==> config.mk <==
export PLATFORM = sky130hd
export DESIGN_NAME = spmv_vector_gather
export DESIGN_NICKNAME = d
export VERILOG_FILES = /design/src/rtl/spmv_gather_pkg.sv /design/src/rtl/basic_sync_fifo.sv /design/src/rtl/spmv_vector_gather.sv
export SDC_FILE = /design/constraint.sdc
export NUM_CORES = 1
export LEC_CHECK = 0
export CAP_MARGIN = 10
export CORE_AREA = 2 2 196 198
export CTS_BUF_LIST = sky130_fd_sc_hd__clkbuf_16
export DETAILED_ROUTE_END_ITERATION = 10
export DIE_AREA = 0 0 198 200
export PLACE_DENSITY = 0.79
export SYNTH_ARGS = -nofsm -noshare
export SYNTH_HDL_FRONTEND = slang
export SYNTH_SLANG_ARGS = --single-unit
==> constraint.sdc <==
create_clock -name clk -period 5.4 [get_ports clk]
set_clock_uncertainty 0.1 [all_clocks]
set_input_delay 1.35 -clock clk [delete_from_list [all_inputs] [get_ports clk]]
set_output_delay 1.35 -clock clk [all_outputs]
set_load 0.02 [all_outputs]
==> src/rtl/spmv_gather_pkg.sv <==
// Shared types for the SpMV vector gather: FSM states, side-FIFO entry, credit sizing.
// SPMV_GATHER_ZERO_SKIP_EN adds a skip tag to the side entry.
package spmv_gather_pkg;

    localparam int SIDE_DATA_WIDTH = 32;

    typedef enum logic {
        ST_RUN   = 1'b0,
        ST_DRAIN = 1'b1
    } state_e;

    typedef struct packed {
        logic [SIDE_DATA_WIDTH-1:0] val;
        logic                       last;
`ifdef SPMV_GATHER_ZERO_SKIP_EN
        logic                       skip;
`endif
    } side_entry_t;

    function automatic int credit_width(input int max_outstanding);
        return $clog2(max_outstanding + 1);
    endfunction

endpackage

==> src/rtl/basic_sync_fifo.sv <==
// Synchronous FIFO with occupancy count; READ_LATENCY 0 shows the head combinationally.
// Push while full and pop while empty are ignored.
module basic_sync_fifo #(
    parameter  int WIDTH        = 8,
    parameter  int DEPTH        = 8,
    parameter  int READ_LATENCY = 0,
    localparam int CNT_W        = $clog2(DEPTH + 1)
) (
    input  logic             clk,
    input  logic             rst_n,
    input  logic             push,
    input  logic [WIDTH-1:0] wdata,
    input  logic             pop,
    output logic [WIDTH-1:0] rdata,
    output logic             full,
    output logic             empty,
    output logic [CNT_W-1:0] count
);

    localparam int PTR_W = $clog2(DEPTH);

    logic [WIDTH-1:0] mem_q [DEPTH];
    logic [PTR_W-1:0] wptr_q, wptr_d, rptr_q, rptr_d;
    logic [CNT_W-1:0] count_q, count_d;
    logic             do_push, do_pop;

    assign full    = (count_q == CNT_W'(DEPTH));
    assign empty   = (count_q == '0);
    assign count   = count_q;
    assign do_push = push && !full;
    assign do_pop  = pop && !empty;

    always_comb begin
        wptr_d  = wptr_q;
        rptr_d  = rptr_q;
        count_d = count_q;
        if (do_push) wptr_d = wptr_q + 1'b1;
        if (do_pop)  rptr_d = rptr_q + 1'b1;
        unique case ({do_push, do_pop})
            2'b10:   count_d = count_q + 1'b1;
            2'b01:   count_d = count_q - 1'b1;
            default: count_d = count_q;
        endcase
    end

    always_ff @(posedge clk or negedge rst_n) begin
        if (!rst_n) begin
            wptr_q  <= '0;
            rptr_q  <= '0;
            count_q <= '0;
        end else begin
            wptr_q  <= wptr_d;
            rptr_q  <= rptr_d;
            count_q <= count_d;
        end
    end

    // Storage needs no reset: nothing reads it before a push.
    always_ff @(posedge clk) begin
        if (do_push) mem_q[wptr_q] <= wdata;
    end

    generate
        if (READ_LATENCY == 0) begin : g_comb_read
            assign rdata = mem_q[rptr_q];
        end else begin : g_reg_read
            logic [WIDTH-1:0] rdata_q;
            always_ff @(posedge clk) rdata_q <= mem_q[rptr_q];
            assign rdata = rdata_q;
        end
    endgenerate

endmodule

==> src/rtl/spmv_vector_gather.sv <==
// Credit-limited gather of x[col] for the CSR nonzero stream, pairing returns in order with a_ij.
// SPMV_GATHER_ZERO_SKIP_EN: zero matrix values bypass the vector RAM and emit x=0.
module spmv_vector_gather
    import spmv_gather_pkg::*;
#(
    parameter int DATA_WIDTH      = SIDE_DATA_WIDTH,
    parameter int ADDR_WIDTH      = 16,
    parameter int MAX_OUTSTANDING = 8
) (
    input  logic                  clk,
    input  logic                  rst_n,
    input  logic                  s_valid,
    output logic                  s_ready,
    input  logic [ADDR_WIDTH-1:0] s_col,
    input  logic [DATA_WIDTH-1:0] s_val,
    input  logic                  s_last,
    output logic                  vr_arvalid,
    output logic [ADDR_WIDTH-1:0] vr_raddr,
    input  logic                  vr_arready,
    input  logic                  vr_rvalid,
    input  logic [DATA_WIDTH-1:0] vr_rdata,
    output logic                  vr_rready,
    output logic                  m_valid,
    input  logic                  m_ready,
    output logic [DATA_WIDTH-1:0] m_mat,
    output logic [DATA_WIDTH-1:0] m_vec,
    output logic                  m_last,
    input  logic                  drain,
    output logic                  idle,
    output logic                  err_unexpected
);

    localparam int CREDIT_WIDTH = credit_width(MAX_OUTSTANDING);
    localparam logic [CREDIT_WIDTH-1:0] CREDIT_MAX = CREDIT_WIDTH'(MAX_OUTSTANDING);
    localparam int SIDE_W = $bits(side_entry_t);

    state_e                  state_q, state_d;
    logic [CREDIT_WIDTH-1:0] credits_q, credits_d;
    logic                    active_q;
    logic                    err_q, err_d;

    logic                    accepting;
    logic                    side_push, side_pop, side_full, side_empty;
    logic [CREDIT_WIDTH-1:0] side_cnt;
    side_entry_t             side_in, side_out;
    logic                    resp_push, resp_pop, resp_full, resp_empty;
    logic [CREDIT_WIDTH-1:0] resp_cnt;
    logic [DATA_WIDTH-1:0]   resp_out;
    logic                    rd_fire, rd_pending, head_skip, m_fire;

    // active_q holds the handshakes low for the first cycle after reset release.
    assign accepting = active_q && (credits_q != '0) && (state_q == ST_RUN);
    assign vr_raddr  = s_col;
    assign vr_rready = active_q;
    assign side_push = s_valid && s_ready;

`ifdef SPMV_GATHER_ZERO_SKIP_EN
    logic                    s_skip, ar_fire;
    logic [CREDIT_WIDTH-1:0] rd_pend_q, rd_pend_d;

    assign s_skip       = (s_val == '0);
    assign vr_arvalid   = s_valid && accepting && !s_skip;
    assign s_ready      = accepting && (s_skip || vr_arready);
    assign side_in.skip = s_skip;
    assign head_skip    = side_out.skip;
    assign ar_fire      = vr_arvalid && vr_arready;
    // Skip entries break the side/response occupancy relation, so reads are counted directly.
    assign rd_pending   = (rd_pend_q != '0);

    always_comb begin
        unique case ({ar_fire, resp_push})
            2'b10:   rd_pend_d = rd_pend_q + 1'b1;
            2'b01:   rd_pend_d = rd_pend_q - 1'b1;
            default: rd_pend_d = rd_pend_q;
        endcase
    end

    always_ff @(posedge clk or negedge rst_n) begin
        if (!rst_n) rd_pend_q <= '0;
        else        rd_pend_q <= rd_pend_d;
    end
`else
    assign vr_arvalid = s_valid && accepting;
    assign s_ready    = accepting && vr_arready;
    assign head_skip  = 1'b0;
    // Side entries without a response yet are exactly the reads still in flight.
    assign rd_pending = (side_cnt != resp_cnt);
`endif

    assign side_in.val  = s_val;
    assign side_in.last = s_last;

    assign rd_fire   = vr_rvalid && vr_rready;
    assign resp_push = rd_fire && rd_pending;

    assign m_valid  = !side_empty && (head_skip || !resp_empty);
    assign m_mat    = side_out.val;
    assign m_last   = side_out.last;
    assign m_vec    = head_skip ? '0 : resp_out;
    assign m_fire   = m_valid && m_ready;
    assign side_pop = m_fire;
    assign resp_pop = m_fire && !head_skip;

    assign idle           = (credits_q == CREDIT_MAX) && (side_cnt == '0) && (resp_cnt == '0);
    assign err_unexpected = err_q;

    basic_sync_fifo #(
        .WIDTH(SIDE_W), .DEPTH(MAX_OUTSTANDING), .READ_LATENCY(0)
    ) u_side_fifo (
        .clk(clk), .rst_n(rst_n), .push(side_push), .wdata(side_in), .pop(side_pop),
        .rdata(side_out), .full(side_full), .empty(side_empty), .count(side_cnt)
    );

    basic_sync_fifo #(
        .WIDTH(DATA_WIDTH), .DEPTH(MAX_OUTSTANDING), .READ_LATENCY(0)
    ) u_resp_fifo (
        .clk(clk), .rst_n(rst_n), .push(resp_push), .wdata(vr_rdata), .pop(resp_pop),
        .rdata(resp_out), .full(resp_full), .empty(resp_empty), .count(resp_cnt)
    );

    always_comb begin
        credits_d = credits_q;
        unique case ({side_push, m_fire})
            2'b10:   credits_d = credits_q - 1'b1;
            2'b01:   credits_d = credits_q + 1'b1;
            default: credits_d = credits_q;
        endcase
    end

    always_comb begin
        err_d = err_q | (rd_fire && !rd_pending);
    end

    always_comb begin
        state_d = state_q;
        unique case (state_q)
            ST_RUN:   if (drain) state_d = ST_DRAIN;
            ST_DRAIN: if (!drain && idle) state_d = ST_RUN;
        endcase
    end

    always_ff @(posedge clk or negedge rst_n) begin
        if (!rst_n) begin
            state_q   <= ST_RUN;
            credits_q <= CREDIT_MAX;
            active_q  <= 1'b0;
            err_q     <= 1'b0;
        end else begin
            state_q   <= state_d;
            credits_q <= credits_d;
            active_q  <= 1'b1;
            err_q     <= err_d;
        end
    end

    // Credits bound both FIFOs' occupancy to MAX_OUTSTANDING.
    a_side_no_overflow: assert property (@(posedge clk) disable iff (!rst_n) side_push |-> !side_full);
    a_resp_no_overflow: assert property (@(posedge clk) disable iff (!rst_n) resp_push |-> !resp_full);

endmodule

After elaboration in Yosys (flattened, before gate mapping)
Memory sizes are Yosys's and may differ from the RTL's.
Cells that the tools add are included.
{"block": "word_totals", "latch_bits": 0, "output_inout_bits": 87, "ram_bits": 520, "wordCells": 73, "n_memories": 2, "input_bits": 88, "mem_bits_ro": 0, "reg_bits": 27}
{"block": "op_classes", "n_lt_le_gt_ge": 0, "multipliers": 0, "n_addsub": 10, "eq_ne": 10, "n_mux": 10, "div_mod_pow": 0, "bitwise": 2, "reduce_logical": 29, "shifts": 0}
{"name": "u_side_fifo.mem_q", "depth": 8, "width": 33, "rd": 1, "rd_ports_with_merged_regs": 0, "write_ports": 1, "line_no": "basic_sync_fifo.sv:22", "source": "logic [WIDTH-1:0] mem_q [DEPTH];"}
{"name": "u_resp_fifo.mem_q", "depth": 8, "width": 32, "rd": 1, "rd_ports_with_merged_regs": 0, "write_ports": 1, "line_no": "basic_sync_fifo.sv:22"}
{"operator": "case mux 4 bit (2 select lines)", "n": 3}
{"operator": "logical AND 1 bit", "n": 17}
{"operator": "adder 3 x 1 -> 3 bit (second input constant)", "n": 4}
{"operator": "adder 4 x 1 -> 4 bit (second input constant)", "n": 3}
{"operator": "== test 4 bit (second input constant)", "n": 3}
{"operator": "subtractor 4 x 1 -> 4 bit (second input constant)", "n": 3}
{"operator": "logical NOT 4 bit", "n": 2}
{"operator": "== test 2 x 1 -> 1 bit (second input constant)", "n": 3}
{"operator": "== test 2 bit (second input constant)", "n": 3}
{"operator": "logical NOT 1 bit", "n": 6}
{"operator": "two-way mux 1 bit", "n": 6}
{"operator": "nonzero test 2 bit", "n": 3}
{"operator": "inequality test 4 bit", "n": 1}
{"operator": "nonzero test 4 bit", "n": 1}
{"operator": "case mux 1 bit (2 select lines)", "n": 1}
{"operator": "inverter 1 bit", "n": 1}
{"operator": "OR 1 bit", "n": 1}

Longest topological paths before layout
{"block": "depth", "word_depth": 8, "ltp_mapped": 12, "ltp_nobuf": 10}

Cells and area by module
Synthesis repeated with hierarchy kept, for this count alone.
{"block": "unflattened", "hier_cells": 957, "area_unflattened_um2": 21604.5}
{"module": "basic_sync_fifo at u_side_fifo", "area_per_inst_um2": 10666.5, "instances": 1, "seq_area_each_um2": 8177.8, "cells_per_inst": 449}
{"module": "basic_sync_fifo at u_resp_fifo", "area_per_inst_um2": 10296.1, "instances": 1, "seq_area_each_um2": 7937.6, "cells_per_inst": 437}
{"module": "spmv_vector_gather", "area_per_inst_um2": 641.9, "instances": 1, "seq_area_each_um2": 176.4, "cells_per_inst": 71}

Worst setup path after synthesis
Ideal clock, no wire load.
{"block": "synth_timing", "kind": "input port to flip-flop", "from": "in vr_rvalid", "to": "mem u_resp_fifo.mem_q[2][0] in the netlist's numbering, enable pin", "setup_slack_ps": -80, "stages": 4, "t_required_ps": 4798, "setup_ps": 502, "n_path_buf": 1, "t_arrival_ps": 4878, "cell_sequence": "nand2_1 -> and3b_1 -> buf_4 -> nor4bb_1"}
{"block": "synth_via", "elab_chain_cells": 5}
{"element": "start, declared", "line_no": "spmv_vector_gather.sv:20", "source": "input logic vr_rvalid,"}
{"element": "logical AND 1 bit", "line_no": "spmv_vector_gather.sv:93", "source": "assign rd_fire = vr_rvalid && vr_rready;"}
{"element": "logical AND 1 bit", "line_no": "spmv_vector_gather.sv:94", "source": "assign resp_push = rd_fire && rd_pending;"}
{"element": "logical AND 1 bit", "line_no": "basic_sync_fifo.sv:30", "source": "assign do_push = push && !full;"}
{"element": "two-way mux 1 bit", "line_no": "basic_sync_fifo.sv:60", "source": "if (do_push) mem_q[wptr_q] <= wdata;"}
{"element": "two-way mux 1 bit (not written as such)", "line_no": "basic_sync_fifo.sv:60"}
{"element": "end, declared", "line_no": "basic_sync_fifo.sv:22"}
Every way passes these cells.

Worst setup path in the final report
{"block": "layout_timing", "from": "reg u_side_fifo.rptr_q[0]", "to": "out m_mat[17]"}
{"block": "layout_via", "elab_chain_cells": 1}
{"element": "start, declared", "line_no": "basic_sync_fifo.sv:23", "source": "logic [PTR_W-1:0] wptr_q, wptr_d, rptr_q, rptr_d;"}
{"element": "start signal, assigned", "line_no": "basic_sync_fifo.sv:53", "source": "rptr_q <= rptr_d;"}
{"element": "memory read (8 x 33 bit)"}
{"element": "end, declared", "line_no": "spmv_vector_gather.sv:25", "source": "output logic [DATA_WIDTH-1:0] m_mat,"}
Every way passes these cells.

==> results.md <==
STA:
- The number of slew-limit violations in the final report is 0.
- The setup TNS is 0 ps.
- The count of endpoints failing hold in the final timing report is 0.
- Setup violations remaining at the end of the flow were counted as 0.
- At the pin with the least slew margin, the transition time is 823 ps.
- Setup repair after global routing left no endpoint under its margin.
- In this run the tightest slew margin relative to its limit is 45.1%.
- The time the final worst path needs with I/O delays and setup is 4650 ps.
- Timing would allow up to 0.215 GHz.
- The share of the cycle needed by the critical path after routing is 86.1%.

Yosys:
- The number of storage elements in the synthesis netlist is 547.
- The commonest cells after synthesis are edfxtp_1 (520), mux4_2 (130), mux2_2 (46).
- The most used flip-flop cell after synthesis is edfxtp_1.
- The number of nets in the synthesized netlist is 1041.
- For this run, the number of Yosys warnings is 0.
- The fraction of the mapped netlist area in simple logic gates is 2.08%.
- The adder and majority gate portion of the synthesized area is 0.942%.
- The number of distinct library cells after synthesis is 49.
- The sequential cell area fraction in the yosys report is 75.7%.
- The synthesized netlist devotes 0.855% of its cell area to XOR and XNOR gates.
- After synthesis, the largest family of logic cells by area is multiplexers.
- The fraction of registers with async set or reset after synthesis is 4.94%.
- The most area-hungry cell type in the Yosys netlist is edfxtp_1.
- The complex-gate fraction of the synthesized area is 0.483%.
- edfxtp_1 is the most common cell in the netlist.
- Of the post-synthesis cell area, the part taken by muxes is 17.8%.
- Sorting the synthesized cells by area gives the leading types as edfxtp_1 (73%), mux4_2 (14%), dfrtp_1 (3.0%), mux2_2 (2.4%), mux2_4 (1.6%).
- The synthesized cell area is 21500 µm².
- A synthesized cell averages 22.9 µm².
- Counting flops with a built-in enable in the synthesized netlist gives 520.
- Synthesis handed over a netlist of 938 instances.
- In this run the biggest area consumer among cell types represents 72.6% of the synthesized area.

Global routing:
- The number of global-route vias before repair is 10400.
- The overall fraction of global-route tracks in use is 21.5%.
- The number of antenna violations at the first check in global routing is 6.
- The global-route wire length before repair is 62100 µm.
- The largest net degree at the start of global routing is 45.
- Global routing finished with a remaining overflow of 0.

Drt:
- After detailed routing, the average wire length per cell comes to 24.8 µm.
- The first routing iteration left 659 violations.
- The post-detailed-route count of antenna-violating nets is 0.
- The final layout contains routed wiring with a total length of 41100 µm.
- The post-detailed-route via-to-cell ratio is 5.89.
- The first TritonRoute pass finished after 4 iterations.
- The via count is 9769.
- For this run, design rule violations remaining after detail routing come to 0.

Clock tree:
- The post-CTS clock slew at the launch and capture registers of the worst setup and hold paths is 60 ps.
- The number of clock sinks is 547.
- The TritonCTS clock tree is done.
- The clock passes through at most 3 buffers.
- At the later pin of the worst-skew pair, clock insertion delay measures 590 ps.
- In this run the number of H-tree levels came out at 2.
- The number of clock buffers added by TritonCTS is 52.
- Once the clock tree was built, the resizer swapped 0 gates to a different size.
- The tree is rooted in a clkbuf_16.
- The number of hold buffers added after CTS was 0.
- The number of setup buffers added after CTS is 0.

Cells and area:
- The area taken by flip-flops and latches is 16300 µm².
- Summing all multi-input logic gate instances after layout gives 4840 µm².
- The post-route core utilization is 67.7%.
- The final layout contains 1204 nets.
- The fill cell total of the finished layout is 2286.
- In the final layout, the share of cells above drive strength 1 is 28.6%.
- The layout overhead on the synthesized area is 17.6%.

Placed design:
- The count of input and output buffers is 142.
- The final weighted congestion in routability-driven placement is 0.728.
- After legalization and detailed placement, the total HPWL measured 22400 µm.

Die:
- The initialized floorplan defines 71 standard-cell rows.
- The die width is 198 µm.
- The number of top-level design ports is 175.
- The floorplan step defined a core boundary enclosing 37400 µm².
- The die outline area is 39600 µm².
- The effective utilization at floorplan is 57.5%.
- The die outline height is 200 µm.

Power:
- The total power density per cell area is 523 nW/µm².
- IR analysis of the VDD net gives a maximum drop of 0.000449 V.
- The static power due to leakage is 8.25 nW.

Worst setup path:
- STA puts the critical path data required time at 3950 ps.
- The worst setup path is captured at an output port.
- The startpoint type of the worst setup path is a register.
- STA puts the critical path data arrival time at 3200 ps.
- The critical path class is reg -> out.
- In this design, the stage delay of the slowest critical-path cell is 760 ps.
- Traced cell by cell, the critical path runs through buf_12, mux4_2, mux2_4, clkdlybuf4s50_1.
- The slowest stage cell on the critical path is dfrtp_4.
- Along the worst path, the maximum fanout reaches 44.

Run status:
- The run finished with clean final reports.

Worst hold path:
- The worst hold path belongs to the class reg -> reg.

Flow run:
- The tool flagged a number of max-cap violations equal to 0.
==> layer usage <==
metal | part of all wire, % | GRT usage, % | vias up
met5 | 0.092 | 0 | -
met4 | 2.2 | 6.38 | 6
met1 | 39 | 27.7 | 5161
met2 | 52 | 36.6 | 304
li1 | - | - | 4225
met3 | 6.6 | 5.36 | 73
==> worst max-delay path: cells and delay by family (launching register included) <==
family / cells / cell delay, ps
DFF: 1 / 760
muxes: 2 / 840
buffers and inverters: 2 / 970
==> area by class of cell <==
cell class | instances | area share (%)
Tap cell | 511 | 2.53
Multi-Input combinational cell | 323 | 19.1
Antenna cell | 3 | 0.0297
Sequential cell | 547 | 64.4
Inverter | 9 | 0.133
Timing Repair Buffer | 168 | 6.63
Clock inverter | 43 | 1.81
Clock buffer | 54 | 5.34
==> state kept, by name, summed over array words and instances, names as in the netlist <==
name,cells
state_q,1
u_side_fifo.wptr_q,3
u_side_fifo.count,4
u_resp_fifo.wptr_q,3
u_resp_fifo.rptr_q,3
u_resp_fifo.mem_q,256
u_side_fifo.rptr_q,3
u_resp_fifo.count,4
credits_q,4
u_side_fifo.mem_q,264
vr_rready,1
err_unexpected,1
==> cells in the final DEF (no fill, tap or decap), drive strengths merged, types with 2 or more instances in the layout <==
cell type,n
and2,2
and4b,3
nor4,4
a21oi,4
mux2,71
dfrtp,26
bufinv,9
and4,2
fa,2
o21ai,6
nor4bb,2
clkinv,22
clkbuf,54
diode,3
nand2b,4
xnor2,13
xor2,8
o21bai,2
and3b,2
edfxtp,520
ha,13
nor3,9
nor3b,8
nor2,7
buf,26
mux4,130
nand3,2
nand4b,2
clkdlybuf4s50,142
mux2i,2
inv,18
clkinvlp,3
nand2,13
and3,2
==> cells by family (layout without fill, tap and decap cells) <==
group,after synthesis,count (layout)
DFF,547,547
AOI/OAI and AO/OA,17,17
other,1,4
xor gates and xnor gates,21,21
buffers and inverters,68,274
muxes,203,203
adders and majority gates,15,15
and+or+nand+nor,66,66
==> power breakdown <==
part	internal [mW]	switching, mW
clock	2.25	1.53
combinational	2.29	1.82
sequential	4.91	0.435
total	9.45	3.79
==> final timing paths <==
path	startpoint	slack, ps	cells past startpoint	end
min	err_unexpected	370	1	err_unexpected
max	u_side_fifo.rptr_q[0]	750	4	m_mat[17]
max reg2reg	credits_q[0]	2510	9	credits_q[3]
min reg2reg	err_unexpected	370	1	err_unexpected
min in group asynchronous	rst_n	1070	2	u_side_fifo.rptr_q[1]
max in group asynchronous	rst_n	3800	2	credits_q[3]
==> through the flow <==
step,power (mW),cell area (µm²),setup WS [ps],hold slack (ps),cells
after detailed placement,9.59,23500,1270,365,1558
after floorplan,8.22,21500,454,380,938
after CTS,13.4,25300,661,380,1655
after global placement,9.51,23500,1320,363,1558
final,13.2,25300,749,369,1658
after global routing,13.8,25300,572,424,1657
(Power assumes the default switching activity.)
